===== src/rtl/lsu_sq.sv =====
// Store queue: holds stores from allocation to commit, issues them to LSU_EX in commit order
// and broadcasts completed stores to the LQ. Optional load-hazard check: SQ_LOAD_HAZARD_EN.
module lsu_sq #(
  parameter int SQ_DEPTH     = 8,
  parameter int SQ_IDX_WIDTH = $clog2(SQ_DEPTH),
  parameter int ADDR_WIDTH   = 32,
  parameter int DATA_WIDTH   = 32,
  parameter int TAG_WIDTH    = 6,
  parameter int FUNC_WIDTH   = 4
) (
  input  logic                  clk,
  input  logic                  n_rst,
  input  logic                  i_flush,
  output logic                  o_full,
  input  logic                  i_alloc_en,
  input  logic [TAG_WIDTH-1:0]  i_alloc_tag,
  input  logic [ADDR_WIDTH-1:0] i_alloc_addr,
  input  logic [DATA_WIDTH-1:0] i_alloc_data,
  input  logic [FUNC_WIDTH-1:0] i_alloc_lsu_func,
  input  logic                  i_rob_retire_en,
  input  logic [TAG_WIDTH-1:0]  i_rob_retire_tag,
  input  logic                  i_issue_stall,
  output logic                  o_issue_en,
  output logic [ADDR_WIDTH-1:0] o_issue_addr,
  output logic [DATA_WIDTH-1:0] o_issue_data,
  output logic [FUNC_WIDTH-1:0] o_issue_lsu_func,
  output logic [TAG_WIDTH-1:0]  o_issue_tag,
  input  logic                  i_update_sq_en,
  input  logic                  i_update_sq_retry,
  input  logic                  i_mhq_fill,
  output logic                  o_sq_retire_en,
  output logic [ADDR_WIDTH-1:0] o_sq_retire_addr,
  output logic [FUNC_WIDTH-1:0] o_sq_retire_lsu_func
`ifdef SQ_LOAD_HAZARD_EN
  ,
  input  logic [ADDR_WIDTH-1:0] i_ld_addr,
  input  logic [FUNC_WIDTH-1:0] i_ld_lsu_func,
  output logic                  o_ld_hazard
`endif
);

  typedef enum logic [2:0] {
    S_INVALID, S_PENDING, S_COMMITTED, S_INFLIGHT, S_WAIT_FILL
  } slot_state_e;

  slot_state_e              state_q [SQ_DEPTH];
  slot_state_e              state_d [SQ_DEPTH];
  logic [TAG_WIDTH-1:0]     tag_q   [SQ_DEPTH];
  logic [TAG_WIDTH-1:0]     tag_d   [SQ_DEPTH];
  logic [ADDR_WIDTH-1:0]    addr_q  [SQ_DEPTH];
  logic [ADDR_WIDTH-1:0]    addr_d  [SQ_DEPTH];
  logic [DATA_WIDTH-1:0]    data_q  [SQ_DEPTH];
  logic [DATA_WIDTH-1:0]    data_d  [SQ_DEPTH];
  logic [FUNC_WIDTH-1:0]    func_q  [SQ_DEPTH];
  logic [FUNC_WIDTH-1:0]    func_d  [SQ_DEPTH];
  logic [SQ_IDX_WIDTH-1:0]  fifo_q  [SQ_DEPTH];
  logic [SQ_IDX_WIDTH-1:0]  fifo_d  [SQ_DEPTH];
  logic [SQ_IDX_WIDTH-1:0]  head_q, head_d, tail_q, tail_d;
  logic [SQ_IDX_WIDTH:0]    cnt_q, cnt_d;

  logic                     alloc_found, commit_found;
  logic [SQ_IDX_WIDTH-1:0]  alloc_idx, commit_idx, head_idx;
  logic                     fifo_nonempty, alloc_do, commit_do;
  logic                     head_inflight, complete_do, retry_do, fill_do;

  // Lowest-index free slot and lowest-index pending slot matching the committing tag.
  always_comb begin
    alloc_found  = 1'b0;
    alloc_idx    = '0;
    commit_found = 1'b0;
    commit_idx   = '0;
    for (int i = SQ_DEPTH - 1; i >= 0; i--) begin
      if (state_q[i] == S_INVALID) begin
        alloc_found = 1'b1;
        alloc_idx   = SQ_IDX_WIDTH'(i);
      end
      if (state_q[i] == S_PENDING && tag_q[i] == i_rob_retire_tag) begin
        commit_found = 1'b1;
        commit_idx   = SQ_IDX_WIDTH'(i);
      end
    end
  end

  // Only the FIFO head can ever be in flight or waiting for a fill.
  assign head_idx      = fifo_q[head_q];
  assign fifo_nonempty = (cnt_q != '0);
  assign head_inflight = fifo_nonempty && (state_q[head_idx] == S_INFLIGHT);
  assign o_full        = ~alloc_found;
  assign alloc_do      = i_alloc_en && alloc_found && ~i_flush;
  assign commit_do     = i_rob_retire_en && commit_found && ~i_flush;
  assign o_issue_en    = fifo_nonempty && (state_q[head_idx] == S_COMMITTED) && ~i_issue_stall;
  assign complete_do   = head_inflight && i_update_sq_en && ~i_update_sq_retry;
  assign retry_do      = head_inflight && i_update_sq_en && i_update_sq_retry;
  assign fill_do       = fifo_nonempty && (state_q[head_idx] == S_WAIT_FILL) && i_mhq_fill;

  assign o_issue_addr         = addr_q[head_idx];
  assign o_issue_data         = data_q[head_idx];
  assign o_issue_lsu_func     = func_q[head_idx];
  assign o_issue_tag          = tag_q[head_idx];
  assign o_sq_retire_en       = complete_do;
  assign o_sq_retire_addr     = addr_q[head_idx];
  assign o_sq_retire_lsu_func = func_q[head_idx];

  always_comb begin
    state_d = state_q;
    tag_d   = tag_q;
    addr_d  = addr_q;
    data_d  = data_q;
    func_d  = func_q;
    fifo_d  = fifo_q;
    head_d  = head_q;
    tail_d  = tail_q;
    cnt_d   = cnt_q;
    for (int i = 0; i < SQ_DEPTH; i++) begin
      if (i_flush && state_q[i] == S_PENDING) state_d[i] = S_INVALID;
    end
    if (alloc_do) begin
      state_d[alloc_idx] = S_PENDING;
      tag_d[alloc_idx]   = i_alloc_tag;
      addr_d[alloc_idx]  = i_alloc_addr;
      data_d[alloc_idx]  = i_alloc_data;
      func_d[alloc_idx]  = i_alloc_lsu_func;
    end
    if (commit_do) begin
      state_d[commit_idx] = S_COMMITTED;
      fifo_d[tail_q]      = commit_idx;
      tail_d              = tail_q + 1'b1;
    end
    if (o_issue_en)  state_d[head_idx] = S_INFLIGHT;
    if (retry_do)    state_d[head_idx] = S_WAIT_FILL;
    if (fill_do)     state_d[head_idx] = S_COMMITTED;
    if (complete_do) begin
      state_d[head_idx] = S_INVALID;
      head_d            = head_q + 1'b1;
    end
    cnt_d = cnt_q + (SQ_IDX_WIDTH + 1)'(commit_do) - (SQ_IDX_WIDTH + 1)'(complete_do);
  end

  always_ff @(posedge clk or negedge n_rst) begin
    if (!n_rst) begin
      for (int i = 0; i < SQ_DEPTH; i++) state_q[i] <= S_INVALID;
      head_q <= '0;
      tail_q <= '0;
      cnt_q  <= '0;
    end else begin
      state_q <= state_d;
      head_q  <= head_d;
      tail_q  <= tail_d;
      cnt_q   <= cnt_d;
    end
  end

  // Payload and FIFO storage are qualified by slot state and count, so they carry no reset.
  always_ff @(posedge clk) begin
    tag_q  <= tag_d;
    addr_q <= addr_d;
    data_q <= data_d;
    func_q <= func_d;
    fifo_q <= fifo_d;
  end

`ifdef SQ_LOAD_HAZARD_EN
  localparam logic [FUNC_WIDTH-1:0] LSU_FUNC_SB = FUNC_WIDTH'(4'h8);
  localparam logic [FUNC_WIDTH-1:0] LSU_FUNC_SH = FUNC_WIDTH'(4'h9);

  function automatic logic [2:0] access_size(input logic [FUNC_WIDTH-1:0] f);
    if (f == LSU_FUNC_SB)      access_size = 3'd1;
    else if (f == LSU_FUNC_SH) access_size = 3'd2;
    else                       access_size = 3'd4;
  endfunction

  // Ranges are compared one bit wider so an access ending at the top of memory cannot wrap.
  always_comb begin
    logic [ADDR_WIDTH:0] ld_lo, ld_hi, st_lo, st_hi;
    o_ld_hazard = 1'b0;
    ld_lo = {1'b0, i_ld_addr};
    ld_hi = ld_lo + (ADDR_WIDTH + 1)'(access_size(i_ld_lsu_func));
    st_lo = '0;
    st_hi = '0;
    for (int i = 0; i < SQ_DEPTH; i++) begin
      st_lo = {1'b0, addr_q[i]};
      st_hi = st_lo + (ADDR_WIDTH + 1)'(access_size(func_q[i]));
      if (state_q[i] != S_INVALID && st_lo < ld_hi && ld_lo < st_hi) o_ld_hazard = 1'b1;
    end
  end
`endif

endmodule


===== config.mk =====
export PLATFORM = sky130hd
export DESIGN_NAME = lsu_sq
export DESIGN_NICKNAME = d
export VERILOG_FILES = /design/src/rtl/lsu_sq.sv
export SDC_FILE = /design/constraint.sdc
export NUM_CORES = 1
export LEC_CHECK = 0
export CORE_MARGIN = 8
export CORE_UTILIZATION = 58
export DETAILED_ROUTE_END_ITERATION = 8
export PLACE_DENSITY = 0.88
export SYNTH_ARGS = -nofsm -noshare
export SYNTH_HDL_FRONTEND = slang
export SYNTH_SLANG_ARGS = --single-unit

===== constraint.sdc =====
create_clock -name clk -period 6.4 [get_ports clk]
set_input_delay 0.96 -clock clk [delete_from_list [all_inputs] [get_ports clk]]
set_output_delay 0.96 -clock clk [all_outputs]
set_load 0.005 [all_outputs]

Word level (Yosys, flattened, before mapping)
Cells that the tools add are included.
{"block": "totals", "elab_cells": 233, "register_bits": 650, "out_inout_bits": 113, "inputBits": 89}
{"block": "op_classes", "n_bitwise": 26, "order_cmp": 9, "addsub": 4, "n_eq_ne": 19, "n_mux": 83, "reduce_logical": 41}
{"operator": "256-bit bitwise mux", "n": 2}
{"operator": "32-bit binary-select mux with 3-bit select", "n": 2}
{"operator": "32-bit 2-to-1 mux", "n": 5}
{"operator": "24-bit 2-to-1 mux", "n": 6}
{"operator": "32-bit demux with 3-bit select", "n": 1}
{"operator": "3-bit 2-to-1 mux", "n": 32}
{"operator": "16-bit AND", "n": 4}
{"operator": "16-bit NOT", "n": 4}
{"operator": "48-bit bitwise mux", "n": 1}
{"operator": "6-bit == test", "n": 8}
{"operator": "3-bit demux with 3-bit select", "n": 4}
{"operator": "32-bit bitwise mux", "n": 1}
{"operator": "1-bit logical AND", "n": 32}
{"operator": "8-bit bitwise OR", "n": 4}
{"operator": "24-bit AND", "n": 1}
{"operator": "24-bit bitwise mux", "n": 1}
{"operator": "3-bit by 1-bit == test with 1-bit output, second input constant", "n": 8}
{"operator": "3-bit zero test", "n": 8}
{"operator": "24-bit NOT", "n": 1}
{"operator": "4-bit >= comparator, second input constant", "n": 5}
{"operator": "3-bit NOT with 4-bit output", "n": 5}
{"operator": "3-bit binary-select mux with 3-bit select", "n": 2}
{"operator": "6-bit binary-select mux with 3-bit select", "n": 1}
{"operator": "6-bit demux with 3-bit select", "n": 1}
{"operator": "other kinds (16)", "n": 43}

Longest topological paths before layout
{"block": "logic_depth", "ltp_word": 27, "mapped_depth": 16, "depth_no_buf": 13}

Worst setup path before layout
OpenSTA, ideal clock, no wires.
{"block": "synth_path", "kind": "input-to-reg", "start": "input port i_flush", "end": "register addr_q[32] in the netlist's numbering, enable pin", "arrival_time_ns": 4.771, "slack_ns": 1.120, "path_buffers": 1, "stages": 5, "cell_sequence": "clkbuf_1 nand2b_1 nor3_1 nand3b_1 nor2_1"}
{"block": "synth_between", "elab_chain_cells": 2}
{"item": "from (decl)", "line_no": "13", "rtl": "input logic i_flush,"}
{"item": "1-bit NOT", "line_no": "89", "rtl": "assign alloc_do = i_alloc_en && alloc_found && ~i_flush;"}
{"item": "1-bit logical AND", "line_no": "89"}
{"item": "to (signal assigned)", "line_no": "156", "rtl": "addr_q <= addr_d;"}
{"item": "to (decl)", "line_no": "50", "rtl": "logic [ADDR_WIDTH-1:0] addr_q [SQ_DEPTH];"}
Every way passes these cells.
A chain may end at the register's enable or synchronous reset.

Worst setup path in the final report
{"block": "layout_path", "start": "register head_q[0]", "end": "output port o_issue_data[11]"}
{"block": "layout_between", "elab_chain_cells": 8}
{"item": "from (decl)", "line_no": "58", "rtl": "logic [SQ_IDX_WIDTH-1:0] head_q, head_d, tail_q, tail_d;"}
{"item": "from (signal assigned)", "line_no": "142", "rtl": "head_q <= '0;"}
{"item": "from (signal assigned)", "line_no": "147", "rtl": "head_q <= head_d;"}
{"item": "3-bit NOT with 4-bit output (not written as such)", "line_no": "85", "rtl": "assign head_idx = fifo_q[head_q];"}
{"item": "3-bit binary-select mux with 3-bit select", "line_no": "85"}
{"item": "3-bit 2-to-1 mux (not written as such) (2 in series)", "line_no": "85"}
{"item": "3-bit NOT with 4-bit output (not written as such)", "line_no": "97", "rtl": "assign o_issue_data = data_q[head_idx];"}
{"item": "32-bit binary-select mux with 3-bit select", "line_no": "97"}
{"item": "32-bit 2-to-1 mux (not written as such) (2 in series)", "line_no": "97"}
{"item": "to (decl)", "line_no": "25", "rtl": "output logic [DATA_WIDTH-1:0] o_issue_data,"}
Every way passes these cells. The select of a mux whose other input is x is not followed.

==> results.txt <==
The run finished with clean final reports. In the final layout, the share of cells above drive strength 1 is 0.0980. The number of global-route vias before repair came out at 16500. The final net count came out at 1904. The tree is rooted in a sky130_fd_sc_hd__clkbuf_16.

The relative area change from synthesis to final layout came out at 18.2%. The height of the die is 226 um. Dividing the detail-routed via count by the number of cells gives 6.56.

Derived from the worst setup path, the maximum achievable clock frequency is 0.173 GHz. The delay contributed by the slowest stage of the critical path came out at 0.77 ns. The netlist area before placement is 25600 um^2. The count of unique library cells instantiated by Yosys came out at 65. Setup repair after global routing left no endpoint under its margin. The largest clock skew in the final design is 0.0155 ns. For this run, the number of Yosys warnings is 0. The total overflow reported by the global router is 0. The maximum fanout along the worst path is 30. The last weighted congestion value of the routability-driven placer came out at 0.915. For this block, the routed nets add up to 67.8 mm of wire. The power density over cell area is 334 nW/um^2. Of the post-synthesis cell area, the dominant cell type holds 0.723. The most frequent cell after synthesis is sky130_fd_sc_hd__edfxtp_1.

The later-pin clock latency in the skew report came out at 0.59 ns. The die extent in x came out at 226 um. The post-synthesis instance total came out at 1627. The largest individual stage delay along the critical path comes from the cell sky130_fd_sc_hd__dfrtp_1.

The total of max-cap violations is 0. The number of pins exceeding their max-slew limit in the final report came out at 0. The buffer depth of the longest clock path came out at 3.

Yosys attributes the largest share of cell area to sky130_fd_sc_hd__edfxtp_1 72%, sky130_fd_sc_hd__a22oi_1 5.0%, sky130_fd_sc_hd__dfrtp_1 3.3%. The post-synth net total came out at 1724. The fill cell instance count of the final layout is 2745. The endpoint required time on the critical path came out at 5.44 ns. The arrival time of data at the critical path endpoint came out at 4.82 ns. The number of hold buffers added after CTS was 0. After legalization and detailed placement, the total HPWL measured 38.4 mm. For this block, the via count after detailed routing is 16100.

After routing, the total negative slack on setup checks comes to 0 ns. The final number of setup-violating endpoints came out at 0. The worst setup path is captured at a primary output. The number of buffers added by the clock tree synthesis step is 66. The count of port buffers added during placement is 201. Once detail routing completed, the nets flagged for antenna violations numbered 0. The starting DRC count in detailed routing is 2256.

The clock edge transition at the registers on the reported setup and hold paths came out at 0.06 ns. For this design the static power due to leakage is 0.00984 uW. The global-route usage over all layers is 0.262. The total placed instance area came out at 28200 um^2. The family of cells with the greatest summed delay on the critical path is buffers and inverters. The headroom to the max-slew limit is 0.215. The worst path needs 5.78 ns of the cycle, external delays included. The number of antenna violations at the first check in global routing is 9. The worst setup path is of the register to primary output kind. Counting instances in the post-synthesis netlist gives the leading cell types as 616 x sky130_fd_sc_hd__edfxtp_1, 171 x sky130_fd_sc_hd__a22oi_1, 165 x sky130_fd_sc_hd__nand2_1.

The post-route cell area came out at 30300 um^2. The synthesized design contains 616 enable-type register cells. The boundary pin count is 202. The core area is 43900 um^2. The number of buffers and inverters on the critical path is 3. The maximum number of pins on one net before global-route repair came out at 76. The worst hold path class is register to register. The peak supply drop came out at 0.309 mV.

After synthesis, the share of flip-flops with an asynchronous set or reset is 0.0523. The quantity of gates resized following cts is 0. Clock tree synthesis found a total of 650 sinks. In the final routed layout, each cell accounts on average for 27.6 um. The transition time at the pin with the least slew margin came out at 1.18 ns. The number of H-tree branching levels is 3.

The number of placement rows is 77. The cell type with the highest occurrence count on the critical path is sky130_fd_sc_hd__buf_4. After synthesis, the mean cell area works out to 15.7 um^2. Once the clock tree was built, the setup fixing pass inserted 0 buffers. Walking the worst path, the cells encountered are mux2_2, mux4_2, buf_4, nor3_2, buf_4, a22o_1, a221oi_1, o21ai_0, clkdlybuf4s50_1. TritonCTS built the clock tree. The startpoint type of the worst setup path is a register.

The post-synthesis sequential area ratio came out at 0.756. The most used flip-flop cell after synthesis is sky130_fd_sc_hd__edfxtp_1. Dividing the final minimum period by the clock period gives 0.903. Before antenna repair, the detailed router went through 5 iterations. The die covers 51100 um^2. The first global-routing pass estimated 101 mm of wire.

The number of design rule violations left after detail routing came out at 0. The final count of hold timing violations was 0. The cell type with the largest total area after synthesis is sky130_fd_sc_hd__edfxtp_1.

The number of synthesized register bits is 650. The initial standard-cell utilization of the core came out at 0.583.
## layer usage
metal  vias up  part of all wire  global-route usage
li1       6787                 -                   -
met1      7973              0.36               0.326
met2      1154              0.50               0.442
met3       197              0.11              0.0613
met4         8             0.036               0.109
met5         -           0.00080                   0
## state kept, by name (all words and copies together) (netlist names)
| name | flops |
|---|---|
| tail_q | 3 |
| tag_q | 48 |
| head_q | 3 |
| data_q | 256 |
| cnt_q | 4 |
| func_q | 32 |
| addr_q | 256 |
| fifo_q | 24 |
| state_q | 24 |
## report_power, final
part	internal, uW	switching (uW)
sequential	4860	102
clock	2070	1610
combinational	661	815
total	7590	2530
## stage by stage
step	setup slack [ns]	std cells	utilization	hold slack, ns	power, uW
after global routing	0.400	2454	0.689	0.523	10400
after CTS	0.619	2450	0.688	0.511	10100
after detailed placement	1.26	2331	0.642	0.499	6500
after floorplan	1.12	1627	-	0.480	5760
after global placement	1.37	2331	0.642	0.495	6450
final	0.618	2457	0.689	0.506	10100
## placed cells by master (no fill, tap or decap), types with 10 or more instances in the layout
cell / Yosys / routed
sky130_fd_sc_hd__a211oi_1: 10 / 10
sky130_fd_sc_hd__a21oi_1: 75 / 75
sky130_fd_sc_hd__a221oi_1: 30 / 30
sky130_fd_sc_hd__a22o_1: 20 / 20
sky130_fd_sc_hd__a22oi_1: 171 / 171
sky130_fd_sc_hd__buf_4: 36 / 29
sky130_fd_sc_hd__clkbuf_16: 0 / 67
sky130_fd_sc_hd__clkdlybuf4s50_1: 0 / 201
sky130_fd_sc_hd__clkinv_1: 0 / 11
sky130_fd_sc_hd__clkinv_2: 0 / 17
sky130_fd_sc_hd__dfrtp_1: 34 / 34
sky130_fd_sc_hd__edfxtp_1: 616 / 616
sky130_fd_sc_hd__inv_1: 10 / 10
sky130_fd_sc_hd__mux2i_1: 13 / 11
sky130_fd_sc_hd__mux4_2: 12 / 12
sky130_fd_sc_hd__nand2_1: 165 / 165
sky130_fd_sc_hd__nand2b_1: 10 / 10
sky130_fd_sc_hd__nand3_1: 27 / 27
sky130_fd_sc_hd__nand4_1: 37 / 37
sky130_fd_sc_hd__nor2_1: 60 / 48
sky130_fd_sc_hd__nor2_4: 0 / 12
sky130_fd_sc_hd__nor3_1: 20 / 19
sky130_fd_sc_hd__o21ai_0: 22 / 22
sky130_fd_sc_hd__xnor2_1: 21 / 21
sky130_fd_sc_hd__xor2_1: 33 / 33
## worst paths after layout
kind	to	from	depth (start not counted)	slack, ns
max	o_issue_data[11]	head_q[0]	9	0.62
min	cnt_q[0]	cnt_q[0]	1	0.51
max reg2reg	cnt_q[2]	head_q[0]	13	1.50
min reg2reg	cnt_q[0]	cnt_q[0]	1	0.51
max in group asynchronous	state_q[6]	n_rst	2	5.24
min in group asynchronous	cnt_q[1]	n_rst	2	0.80
## kinds of logic after synthesis
kind of cell / Yosys count / share of synthesized area
AO/OA/AOI/OAI: 388 / 0.109
XOR/XNOR: 54 / 0.0185
adder cells (fa/ha/maj): 8 / 0.00420
buffers and inverters: 136 / 0.0271
flip-flops: 650 / 0.756
multiplexers: 34 / 0.0202
AND/OR/NAND/NOR: 357 / 0.0653
## area by class of cell
cell class / count / area (um^2) / share of cell area
Clock buffer: 76 / 1720 / 0.0568
Antenna cell: 7 / 17.5 / 0.000579
Clock inverter: 43 / 332 / 0.0110
Multi-Input combinational cell: 841 / 5680 / 0.188
Tap cell: 592 / 741 / 0.0245
Timing Repair Buffer: 238 / 2390 / 0.0790
Inverter: 10 / 37.5 / 0.00124
Sequential cell: 650 / 19300 / 0.639
No activity file was read; power rests on OpenSTA's default activity.
